### src/rtl/os_pkg.sv
// rtl/os_pkg.sv - shared sizing for the output-stationary array and its collectors
// Purpose: one place for the row width and partial-sum width, so the mac_tile
//          wrappers and os_psum_collector are always sized the same way.
// Ports:   none (package).
package os_pkg;

  localparam int PSUM_BW = 16;
  localparam int COL     = 8;
  localparam int IDX_BW  = 3;

endpackage

### src/rtl/rr_arbiter.sv
// rtl/rr_arbiter.sv - rotating-priority arbiter over the collector hold bank
// Purpose: picks the first requesting entry starting at ptr_i and wrapping
//          around, so every tile gets a turn.
// Ports:   req_i   - one request bit per entry
//          ptr_i   - entry with highest priority this cycle
//          grant_o - one-hot grant (all zero when nothing requests)
//          sel_o   - binary index of the granted entry
//          any_o   - at least one request present
module rr_arbiter
  import os_pkg::*;
#(
  parameter int col    = COL,
  parameter int idx_bw = IDX_BW
) (
  input  logic [col-1:0]    req_i,
  input  logic [idx_bw-1:0] ptr_i,
  output logic [col-1:0]    grant_o,
  output logic [idx_bw-1:0] sel_o,
  output logic              any_o
);

  int                j;
  logic [idx_bw-1:0] cand;

  // Walk ptr, ptr+1, ... modulo col; the first hit wins.
  always_comb begin
    grant_o = '0;
    sel_o   = '0;
    any_o   = 1'b0;
    j       = 0;
    cand    = '0;
    for (int k = 0; k < col; k++) begin
      j = int'(ptr_i) + k;
      if (j >= col) begin
        j = j - col;
      end
      cand = idx_bw'(j);
      if (!any_o && req_i[cand]) begin
        any_o         = 1'b1;
        grant_o[cand] = 1'b1;
        sel_o         = cand;
      end
    end
  end

endmodule

### src/rtl/os_psum_collector.sv
// rtl/os_psum_collector.sv - drains finished OS partial sums from a row of mac_tiles
// Purpose: edge-detects each tile's os_ready, buffers one result per tile and
//          serializes them round-robin onto a valid/ready stream, optionally
//          clamping negative results to zero.
// Ports:   clk, reset            - clock, synchronous active-high reset
//          os_ready, os_output   - per-tile done flag and packed per-tile result
//          relu_en               - clamp negative results when loading the output stage
//          out_valid/out_ready   - output handshake
//          out_data, out_idx     - result and the tile it came from
//          overflow              - sticky per-tile "result arrived while previous still held"
//          round_done            - one-cycle pulse after every col accepted results
//          busy                  - something is held or waiting at the output
module os_psum_collector
  import os_pkg::*;
#(
  parameter int col     = COL,
  parameter int psum_bw = PSUM_BW,
  parameter int idx_bw  = IDX_BW
) (
  input  logic                   clk,
  input  logic                   reset,
  input  logic [col-1:0]         os_ready,
  input  logic [col*psum_bw-1:0] os_output,
  input  logic                   relu_en,
  output logic                   out_valid,
  input  logic                   out_ready,
  output logic [psum_bw-1:0]     out_data,
  output logic [idx_bw-1:0]      out_idx,
  output logic [col-1:0]         overflow,
  output logic                   round_done,
  output logic                   busy
);

  localparam logic [idx_bw-1:0] LAST_IDX = idx_bw'(col - 1);

  logic [col-1:0]     os_ready_q;
  logic [col-1:0]     rise;
  logic [col-1:0]     hold_valid_q, hold_valid_d;
  logic [psum_bw-1:0] hold_data_q [col];
  logic [psum_bw-1:0] hold_data_d [col];
  logic [col-1:0]     overflow_q, overflow_d;
  logic               out_valid_q, out_valid_d;
  logic [psum_bw-1:0] out_data_q, out_data_d;
  logic [idx_bw-1:0]  out_idx_q, out_idx_d;
  logic [idx_bw-1:0]  ptr_q, ptr_d;
  logic [idx_bw-1:0]  acc_cnt_q, acc_cnt_d;
  logic               round_done_q, round_done_d;

  logic [col-1:0]     grant;
  logic [idx_bw-1:0]  sel;
  logic               any_req;
  logic               load;
  logic               accept;
  logic [psum_bw-1:0] sel_data;

  rr_arbiter #(
    .col    (col),
    .idx_bw (idx_bw)
  ) u_arb (
    .req_i   (hold_valid_q),
    .ptr_i   (ptr_q),
    .grant_o (grant),
    .sel_o   (sel),
    .any_o   (any_req)
  );

  // A level that stays high captures only once.
  assign rise     = os_ready & ~os_ready_q;
  assign accept   = out_valid_q & out_ready;
  assign load     = (~out_valid_q | out_ready) & any_req;
  assign sel_data = hold_data_q[sel];

  always_comb begin
    hold_valid_d = hold_valid_q;
    hold_data_d  = hold_data_q;
    overflow_d   = overflow_q;
    out_valid_d  = out_valid_q;
    out_data_d   = out_data_q;
    out_idx_d    = out_idx_q;
    ptr_d        = ptr_q;
    acc_cnt_d    = acc_cnt_q;
    round_done_d = 1'b0;

    if (load) begin
      hold_valid_d = hold_valid_q & ~grant;
      out_valid_d  = 1'b1;
      // ReLU is applied here rather than at capture, so relu_en is sampled at load.
      out_data_d   = (relu_en && sel_data[psum_bw-1]) ? '0 : sel_data;
      out_idx_d    = sel;
      ptr_d        = (sel == LAST_IDX) ? '0 : sel + idx_bw'(1);
    end else if (accept) begin
      out_valid_d = 1'b0;
    end

    // An entry leaving for the output stage on this edge frees its slot for a
    // result arriving on the same edge, which is not an overflow.
    for (int i = 0; i < col; i++) begin
      if (rise[i]) begin
        if (!hold_valid_q[i] || (load && grant[i])) begin
          hold_valid_d[i] = 1'b1;
          hold_data_d[i]  = os_output[i*psum_bw +: psum_bw];
        end else begin
          overflow_d[i] = 1'b1;
        end
      end
    end

    if (accept) begin
      if (acc_cnt_q == LAST_IDX) begin
        acc_cnt_d    = '0;
        round_done_d = 1'b1;
      end else begin
        acc_cnt_d = acc_cnt_q + idx_bw'(1);
      end
    end
  end

  always_ff @(posedge clk) begin
    if (reset) begin
      os_ready_q   <= '0;
      hold_valid_q <= '0;
      hold_data_q  <= '{default: '0};
      overflow_q   <= '0;
      out_valid_q  <= 1'b0;
      out_data_q   <= '0;
      out_idx_q    <= '0;
      ptr_q        <= '0;
      acc_cnt_q    <= '0;
      round_done_q <= 1'b0;
    end else begin
      os_ready_q   <= os_ready;
      hold_valid_q <= hold_valid_d;
      hold_data_q  <= hold_data_d;
      overflow_q   <= overflow_d;
      out_valid_q  <= out_valid_d;
      out_data_q   <= out_data_d;
      out_idx_q    <= out_idx_d;
      ptr_q        <= ptr_d;
      acc_cnt_q    <= acc_cnt_d;
      round_done_q <= round_done_d;
    end
  end

  assign out_valid  = out_valid_q;
  assign out_data   = out_data_q;
  assign out_idx    = out_idx_q;
  assign overflow   = overflow_q;
  assign round_done = round_done_q;
  assign busy       = (|hold_valid_q) | out_valid_q;

endmodule

### config.mk
export PLATFORM = sky130hd
export DESIGN_NAME = os_psum_collector
export DESIGN_NICKNAME = d
export VERILOG_FILES = /design/src/rtl/os_pkg.sv /design/src/rtl/rr_arbiter.sv /design/src/rtl/os_psum_collector.sv
export SDC_FILE = /design/constraint.sdc
export NUM_CORES = 1
export LEC_CHECK = 0
export ABC_CLOCK_PERIOD_IN_PS = 10200
export BUFFER_PORTS_ARGS = -buffer_cell sky130_fd_sc_hd__buf_2
export CAP_MARGIN = 25
export CORE_MARGIN = 2
export CORE_UTILIZATION = 40
export CTS_BUF_LIST = sky130_fd_sc_hd__clkbuf_8 sky130_fd_sc_hd__clkbuf_16
export CTS_CLUSTER_DIAMETER = 30
export CTS_CLUSTER_SIZE = 20
export DETAILED_ROUTE_END_ITERATION = 10
export PLACE_DENSITY = 0.72
export RECOVER_POWER = 100
export SLEW_MARGIN = 20
export SYNTH_ARGS = -nofsm -noshare
export SYNTH_HDL_FRONTEND = slang
export SYNTH_SLANG_ARGS = --single-unit
### constraint.sdc
create_clock -name clk -period 10.2 [get_ports clk]
set_clock_uncertainty 0.1 [all_clocks]
set_input_delay 1.02 -clock clk [delete_from_list [all_inputs] [get_ports clk]]
set_output_delay 1.02 -clock clk [all_outputs]
set_load 0.01 [all_outputs]
# After elaboration in Yosys (flattened, before gate mapping)
# Index checks and enable logic that the tools add are counted.
[word_totals]
reg_bits = 179
input_bits = 140
out_inout_bits = 30
[op_classes]
add_sub_neg = 17
order_cmp = 25
n_eq_ne = 2
muxes = 90
bitwise = 26
reduce_logical = 66
[ops]
columns = ["op", "n"]
rows = [
  ["$mux 8", 9],
  ["$or 8x8->8", 7],
  ["$mux 3", 18],
  ["$bmux 16 s3", 1],
  ["$mux 16", 3],
  ["$mux 1", 43],
  ["$ge 4x4->1 const B", 8],
  ["$lt 3x4->1 const B", 8],
  ["$reduce_and 2->1", 16],
  ["$bmux 1 s3", 8],
  ["$demux 1 s3", 8],
  ["$ge 3x1->1 const B", 8],
  ["$logic_and 1x1->1", 24],
  ["$sub 3x1->3 const B", 8],
  ["$add 3x3->4 const B", 4],
  ["$and 8x8->8", 2],
  ["$not 8->8", 2],
  ["$logic_not 1->1", 15],
  ["$not 1->1", 10],
  ["$add 3x2->4 const B", 2],
  ["$logic_or 1x1->1", 8],
  ["$reduce_or 8->1", 1],
  ["$add 3x1->3 const B", 2],
  ["$eq 3x3->1 const B", 2],
  ["other kinds (7)", 9],
]

# Logic depth before layout (Yosys ltp)
# Gate-level depths: netlist of the first run.
[depth]
ltp_word = 32
ltp_mapped = 20
depth_no_buf = 13

# Cells and area by module
# A second synthesis of the first run with hierarchy kept.
[unflattened]
cells_unflattened = 1007
area_unflattened_um2 = 9042.4
[modules_own_cells]
columns = ["module", "instances", "cells_per_inst", "area_per_inst_um2", "seq_area_each_um2"]
rows = [
  ["os_psum_collector", 1, 860, 7843.8, 3583.4],
  ["rr_arbiter", 1, 147, 1198.6, 0.0],
]

# Least setup slack after synthesis of the first run
# Ideal clock, no wire load.
[synth_timing]
path_type = "register to register"
startpoint = "register with a tool-made name"
endpoint = "register out_data_q[10] (netlist: out_data[10])"
setup_ns = 0.115
arrival_ns = 4.397
t_required_ns = 9.985
setup_slack_ns = 5.588
stages_incl_launch_ff = 20
cell_sequence = "dfxtp_1 -> buf_2 -> buf_2 -> inv_2 -> clkbuf_1 -> ha_1 -> buf_4 -> mux2i_1 -> mux4_2 -> a22oi_4 -> buf_6 -> o21ai_1 -> a222oi_1 -> nor2_2 -> and2_1 -> buf_2 -> a22oi_2 -> a311o_2 -> buf_6 -> o21ai_2"
[synth_lines]
columns = ["item", "line", "text"]
rows = [
  ["end signal: assignment", "os_psum_collector.sv:136", "out_data_q <= out_data_d;"],
  ["end: declaration", "os_psum_collector.sv:43", "logic [psum_bw-1:0] out_data_q, out_data_d;"],
]

==> flow_metrics.py, run 1 <==
metrics = {
    "yosys": {
        "postSynthCellCount": 926,
        "synth.top_cells.by_count": "mux2i_1, dfxtp_1, nor2_1",
        "synth_top_family_by_area": "multiplexers",
        "async_flop_share_pct": 0,
        "syn_area_um2": 8780,
        "synth-simple-area-share_pct": 14.7,
        "yosysSeqAreaShare_pct": 40.8,
        "synth_ff_type": "dfxtp_1",
        "synth_compound_area_share_pct": 10.8,
        "synth_top_area_share_pct": 40.8,
        "syn-num-nets": 1075,
        "yosysUniqueCellTypes": 65,
        "synth_xor_area_share_pct": 0.399,
        "synthAdderAreaFrac_pct": 1.28,
        "yosysWarnings": 0,
        "avgSynthCellArea_um2": 9.48,
        "synth.most_common_cell": "mux2i_1",
        "synth_area_leader_cell": "dfxtp_1",
        "ys_ff_latch": 179,
        "synth_area_leaders": "dfxtp_1, mux2i_1, nor2_1, mux4_2, a22oi_1",
        "synthMuxAreaShare_pct": 27.9,
        "synth-edff-count": 0,
    },
    "critical_path": {
        "critPathKind": "reg -> reg",
        "worst_setup_path_start_kind": "flop",
        "slowest_stage": "clkbuf_1",
        "r2r_cells": 14,
        "r2r_end": "hold_data_q[125]",
        "arrival_ns": 7.67,
        "crit_fanout": 36,
        "cp.required_ns": 10.26,
        "path_cells": "clkbuf_1, inv_1, ha_1, mux4_2, mux2i_1, nand4_1, nor3_1, a221oi_1, a21oi_1, a21boi_0, nor2b_1, clkbuf_1, mux2i_1, nor2_1",
        "crit_path_max_incr_delay_ns": 1.26,
        "cp-endpoint": "hold_data_q[125]",
        "end_kind": "flop",
        "rrSetupSlack_ns": 2.59,
    },
    "clock_network": {
        "cts_tree": "built",
        "cts_hold_buf": 0,
        "max-clock-path-buffers": 2,
        "cts_setup_buffers": 0,
        "cts-root-buf": "clkbuf_16",
        "ctsResizeCount": 0,
        "cts_buffers": 17,
        "htreeDepth": 4,
        "clkLatencyLatePin_ns": 0.43,
        "clkTransAtPathRegs_ns": 0.07,
        "cts_sinks": 179,
    },
    "detailed_routing": {
        "firstDrtPassIters": 5,
        "wl_per_cell_um": 18.2,
        "wl_um": 24600,
        "vias": 7260,
        "ant_nets": 0,
        "drt_iter0_markers": 553,
        "drc_errors": 0,
        "via_per_inst": 5.37,
    },
    "finish": {
        "finalNetCount": 1209,
        "fillers": 2051,
        "syn_to_final_growth_pct": 17.9,
        "antenna_cells": 0,
        "drive_gt1_share_pct": 19.7,
    },
    "placement": {
        "port_buffers": 169,
        "place_hpwl_um": 17900,
        "globalplace.congestion": 0.916,
    },
    "min_path": {
        "min_path_cells": 2,
        "hp-class": "reg -> reg",
    },
    "pwr": {
        "p_clk_share_pct": 21.1,
        "p_int_mw": 1.90,
        "leakage_nw": 4.35,
        "seqPwrFrac_pct": 25.4,
        "total_power_mw": 3.34,
        "p_sw_mw": 1.44,
        "powerDensity_nw_per_um2": 323,
        "p_sw_share_pct": 43.2,
        "pwr-share-comb_pct": 53.5,
        "vdd_drop_max_uv": 201,
    },
    "global_route": {
        "grt_pass1_vias": 7043,
        "grt_antenna_before_repair": 3,
        "grt_pass1_wl_um": 38300,
        "grt_max_degree": 90,
        "grt_util_all_layers_pct": 20.8,
        "grt_remaining_overflow": 0,
    },
    "sta": {
        "maxSlewViolCount": 206,
        "min_period_ns": 7.61,
        "max_freq_ghz": 0.131,
        "layout_worst_path_cycle_share_pct": 74.6,
        "relSlewSlack_pct": -151,
        "setup_tns_ns": 0,
        "report.final.hold_viol_count": 0,
        "max_slew.worst_pin.slew_ns": 3.76,
        "setup_viol": 0,
        "rsz0062_at_grt": "false",
    },
    "floorplan": {
        "core_um2": 21700,
        "die_area_um2": 23100,
        "io-pin-count": 170,
        "die_w_um": 152,
        "std_cell_rows": 54,
        "die-height_um": 152,
        "initial_utilization_pct": 40.5,
    },
    "flow_run": {
        "drv_cap": 3,
    },
    "outcome": {
        "violations": "max-capacitance violations, max-slew violations",
        "status": "finished, violations left",
    },
}
## final cells by class
type / count / area (µm²) / area share [%]
clock inverters: 14 / 195 / 1.89
multi-input cells: 669 / 4810 / 46.5
clock buffers: 18 / 439 / 4.25
inverters: 10 / 37.5 / 0.363
flip-flops and latches: 179 / 3580 / 34.6
well taps: 280 / 350 / 3.39
repair buffers: 183 / 928 / 8.97
## state kept, by name (all words and copies together) (netlist names), named ones only
register / cells
out_valid: 1
overflow: 8
out_data: 16
os_ready_q: 8
hold_data_q: 128
acc_cnt_q: 3
hold_valid_q: 8
ptr_q: 2
out_idx: 3
round_done: 1
## how the worst min path moves through the flow
stage                 start           end  slack, ns
6_report       acc_cnt_q[2]  acc_cnt_q[2]       0.36
4_1_cts         out_data[2]   out_data[2]       0.35
3_3_place_gp    out_data[4]   out_data[4]       0.33
5_1_grt        acc_cnt_q[1]  acc_cnt_q[1]       0.38
3_5_place_dp    out_data[3]   out_data[3]       0.34
2_1_floorplan  acc_cnt_q[1]  acc_cnt_q[1]       0.34
## metal layers
layer | up-vias | wire, µm | global-route usage, %
met3 | 39 | 1490 | 5.55
li1 | 3538 | - | -
met1 | 3447 | 10900 | 27.2
met4 | 6 | 522 | 6.05
met2 | 230 | 11600 | 33.9
met5 | - | 38 | 0
## power groups by stage
| stage | registers (mW) | logic [mW] | clock network [mW] |
|---|---|---|---|
| 6_report | 0.849 | 1.79 | 0.704 |
| 5_1_grt | 0.859 | 1.94 | 0.747 |
| 4_1_cts | 0.847 | 1.84 | 0.716 |
| 3_5_place_dp | 0.862 | 1.84 | 0 |
| 3_3_place_gp | 0.860 | 1.81 | 0 |
| 2_1_floorplan | 0.845 | 1.38 | 0 |
## cells in the final DEF (no fill, tap or decap), types with 3 or more instances in the layout
cell type and count:
a21oi_1 30, nand2_1 48, buf_4 6, bufinv_16 3, a31oi_1 4, ha_1 9
buf_6 3, inv_8 4, mux4_2 15, mux2_1 3, nor2b_1 20, o21ai_0 28
nor4_1 7, nor2b_2 3, clkbuf_1 35, clkbuf_16 17, dfxtp_1 179, a22oi_1 33
a221oi_1 5, nor3_1 8, buf_2 138, nand2b_1 6, nor2_1 176, o21ai_1 4
nand3_1 11, mux2i_1 205, inv_1 10, a21boi_0 5, or2_2 3, a222oi_1 3
## critical path, delay by kind of cell, from the launching register on
kind	cells	cell delay [ns]
flip-flops	1	0.31
AO/OA/AOI/OAI	3	0.59
AND/OR/NAND/NOR	4	1.61
buffers and inverters	3	2.58
adder cells (fa/ha/maj)	1	1.02
multiplexers	3	1.11
## cell families after synthesis
| kind of cell | count (synthesis) |
|---|---|
| simple gates | 295 |
| mux | 225 |
| flops | 179 |
| compound gates | 136 |
| buf+inv | 78 |
| fa+ha+maj | 9 |
| xor+xnor | 4 |
## per-stage QoR
| step | setup WS (ns) | instance area, µm² | hold slack, ns | util [%] | cells |
|---|---|---|---|---|---|
| after floorplan | 5.59 | 8780 | 0.340 | - | 926 |
| after global placement | 4.23 | 9760 | 0.329 | 45.0 | 1316 |
| after detailed placement | 4.21 | 9820 | 0.342 | 45.3 | 1320 |
| after CTS | 4.21 | 10500 | 0.352 | 48.2 | 1352 |
| after global routing | 1.85 | 10300 | 0.379 | 47.7 | 1353 |
| final | 2.59 | 10300 | 0.364 | 47.7 | 1353 |
No activity file was read; power rests on OpenSTA's default activity.
==> run 2: changes to the inputs <==
--- a/config.mk
+++ b/config.mk
@@ -5,7 +5,8 @@
 export SDC_FILE = /design/constraint.sdc
 export NUM_CORES = 1
 export LEC_CHECK = 0
-export ABC_CLOCK_PERIOD_IN_PS = 10200
+export ABC_AREA = 1
+export ABC_CLOCK_PERIOD_IN_PS = 7900
 export BUFFER_PORTS_ARGS = -buffer_cell sky130_fd_sc_hd__buf_2
 export CAP_MARGIN = 25
 export CORE_MARGIN = 2
@@ -14,7 +15,7 @@
 export CTS_CLUSTER_DIAMETER = 30
 export CTS_CLUSTER_SIZE = 20
 export DETAILED_ROUTE_END_ITERATION = 10
-export PLACE_DENSITY = 0.72
+export PLACE_DENSITY = 0.71
 export RECOVER_POWER = 100
 export SLEW_MARGIN = 20
 export SYNTH_ARGS = -nofsm -noshare
==> constraint.sdc (replaced) <==
create_clock -name clk -period 7.9 [get_ports clk]
set_clock_uncertainty 0.1 [all_clocks]
set_input_delay 0.79 -clock clk [delete_from_list [all_inputs] [get_ports clk]]
set_output_delay 0.79 -clock clk [all_outputs]
set_load 0.01 [all_outputs]
==> run 2 against run 1 <==
Against the previous run:
- the run still ends with max-capacitance violations, max-slew violations left
- synthesized area increased by 11%
- critical endpoint is now hold_data_q[89]
- power increased by 75%
- critical path type unchanged
- largest cell class unchanged
- design area increased by 7.5%
- sequential power increased by 41%
- largest power group unchanged
- worst hold slack got worse by 0.0020 ns
- highest routed layer is now met4
- clock power increased by 20%
- global-route usage increased by 2.5 points
==> flow_metrics.py, run 2 <==
metrics = {
    "detailed_routing": {
        "drt_iter0_markers": 1053,
        "vias": 9941,
        "wl_um": 30000,
        "ant_nets": 0,
        "via_per_inst": 4.93,
        "firstDrtPassIters": 5,
        "drc_errors": 0,
        "wl_per_cell_um": 14.9,
    },
    "sta": {
        "report.final.hold_viol_count": 0,
        "max_slew.worst_pin.slew_ns": 2.20,
        "setup_ws_ns": 1.45,
        "min_period_ns": 6.45,
        "setup_tns_ns": 0,
        "setup_viol": 0,
        "maxSlewViolCount": 147,
        "relSlewSlack_pct": -46.7,
        "max_freq_ghz": 0.155,
        "layout_worst_path_cycle_share_pct": 81.7,
        "rsz0062_at_grt": "false",
    },
    "global_route": {
        "grt_max_degree": 99,
        "grt_remaining_overflow": 0,
        "grt_pass1_vias": 9092,
        "grt_pass1_wl_um": 47300,
        "grt_antenna_before_repair": 0,
        "grt_util_all_layers_pct": 23.3,
    },
    "placement": {
        "globalplace.congestion": 0.864,
        "place_inst": 1983,
        "port_buffers": 169,
        "place_hpwl_um": 21700,
        "dp_slack_ns": 2.24,
    },
    "yosys": {
        "yosysWarnings": 0,
        "ys_ff_latch": 179,
        "synth_top_area_share_pct": 36.8,
        "synth_area_leaders": "dfxtp_1, nand2_1, nand3_1, nor2_1, inv_1",
        "syn-num-nets": 1713,
        "postSynthCellCount": 1564,
        "synth.top_cells.by_count": "nand2_1, nor2_1, nand3_1",
        "synth-edff-count": 0,
        "async_flop_share_pct": 0,
        "synth_area_leader_cell": "dfxtp_1",
        "yosysUniqueCellTypes": 36,
        "yosysSeqAreaShare_pct": 36.8,
        "synth_ff_type": "dfxtp_1",
        "syn_area_um2": 9730,
        "avgSynthCellArea_um2": 6.22,
        "synth.most_common_cell": "nand2_1",
    },
    "critical_path": {
        "critPathKind": "reg -> reg",
        "crit_fanout": 37,
        "cp.required_ns": 8.12,
        "arrival_ns": 6.67,
        "end_kind": "flop",
        "worst_setup_path_start_kind": "flop",
    },
    "finish": {
        "final_util_pct": 46.1,
        "layoutNonFillerInstCount": 2015,
        "final_cell_mix": "nand2_1, nor2_1, nand3_1",
        "syn_to_final_growth_pct": 14.3,
        "antenna_cells": 0,
        "drive_gt1_share_pct": 13.3,
        "finalNetCount": 1827,
        "largest_reg_flops": 128,
        "final_common_cell": "nand2_1",
        "largest-register": "hold_data_q",
    },
    "pwr": {
        "leakage_nw": 5.78,
        "powerDensity_nw_per_um2": 527,
        "vdd_drop_max_uv": 325,
    },
    "flow_run": {
        "drv_cap": 2,
    },
    "outcome": {
        "status": "finished, violations left",
        "violations": "max-capacitance violations, max-slew violations",
    },
    "floorplan": {
        "io-pin-count": 170,
        "die-height_um": 160,
        "core_um2": 24100,
        "std_cell_rows": 57,
        "die_w_um": 160,
        "die_area_um2": 25600,
        "initial_utilization_pct": 40.4,
    },
    "clock_network": {
        "cts_buffers": 17,
        "cts_tree": "built",
        "ctsResizeCount": 0,
        "clkTransAtPathRegs_ns": 0.07,
        "clkLatencyLatePin_ns": 0.43,
        "htreeDepth": 4,
        "cts_sinks": 179,
        "cts_hold_buf": 0,
        "cts_setup_buffers": 0,
        "max-clock-path-buffers": 2,
        "cts-root-buf": "clkbuf_16",
    },
    "min_path": {
        "hp-class": "reg -> reg",
    },
}
-- run 2: changes by cell type in the layout (fill, tap and decap cells not counted), sizes merged, moves of 24 or more --
cell,previous run,this run
nand2,49,461
a22oi,35,0
nor2,178,263
nor2b,24,0
inv,16,191
a21oi,30,68
nand3,11,226
mux2i,206,0
-- run 2: power by group --
part | switching [mW] | internal (mW)
Sequential | 0.113 | 1.08
Combinational | 2.64 | 1.18
Clock | 0.373 | 0.469
Total | 3.13 | 2.73
-- run 2: metrics by stage --
stage               total power [mW]  instance area [µm²]  hold WS [ns]
floorplan                       4.26                 9730         0.339
global placement                5.02                10600         0.340
detailed placement              5.08                10600         0.353
CTS                             5.94                11200         0.363
global route                    6.42                11100         0.382
finish                          5.86                11100         0.362
-- run 2: critical path: stages (launching register included) --
cell and delay [ns]:
dfxtp_1 0.84, inv_1 0.59, ha_1 0.75, inv_1 0.35, nand3_1 0.23, nand2_1 0.09, nor2_1 0.15, a31oi_1 0.12
inv_1 0.15, nor4_1 0.11, nor2_2 0.12, buf_4 0.37, clkinvlp_2 0.69, nand2_1 0.32, nand3_1 0.78, nor2_1 0.44
nor2_1 0.08
-- run 2: final cells by class --
cell class              count  area [µm²]
fillers                  2609       13000
multi-input cells        1110        4940
flip-flops and latches    179        3580
repair buffers            179         890
inverters                 191         719
clock buffers              21         480
well taps                 324         405
clock inverters            11         103
-- run 2: logic make-up after synthesis --
logic type,count (synthesis),share of synthesized area (%)
flip-flops,179,36.8
XOR/XNOR,2,0.373
buffers and inverters,275,11.9
AND/OR/NAND/NOR,986,43.0
AO/OA/AOI/OAI,113,6.79
adder cells (fa/ha/maj),9,1.16
-- run 2: metal layers --
layer | global-route usage (%) | part of all wire (%) | wire length [µm] | up-vias
met5 | 0 | 0 | 0 | -
met4 | 8.76 | 3.0 | 898 | 0
met3 | 4.34 | 7.4 | 2230 | 51
met2 | 35.9 | 44 | 13300 | 361
met1 | 32.5 | 45 | 13600 | 4436
li1 | - | - | - | 5093
-- run 2: worst paths after layout --
path	start	endpoint	slack, ns	cells past startpoint
min	hold_data_q[5]	hold_data_q[5]	0.36	2
max reg2reg	flop	hold_data_q[89]	1.45	16
min reg2reg	hold_data_q[5]	hold_data_q[5]	0.36	2
max	flop	hold_data_q[89]	1.45	16
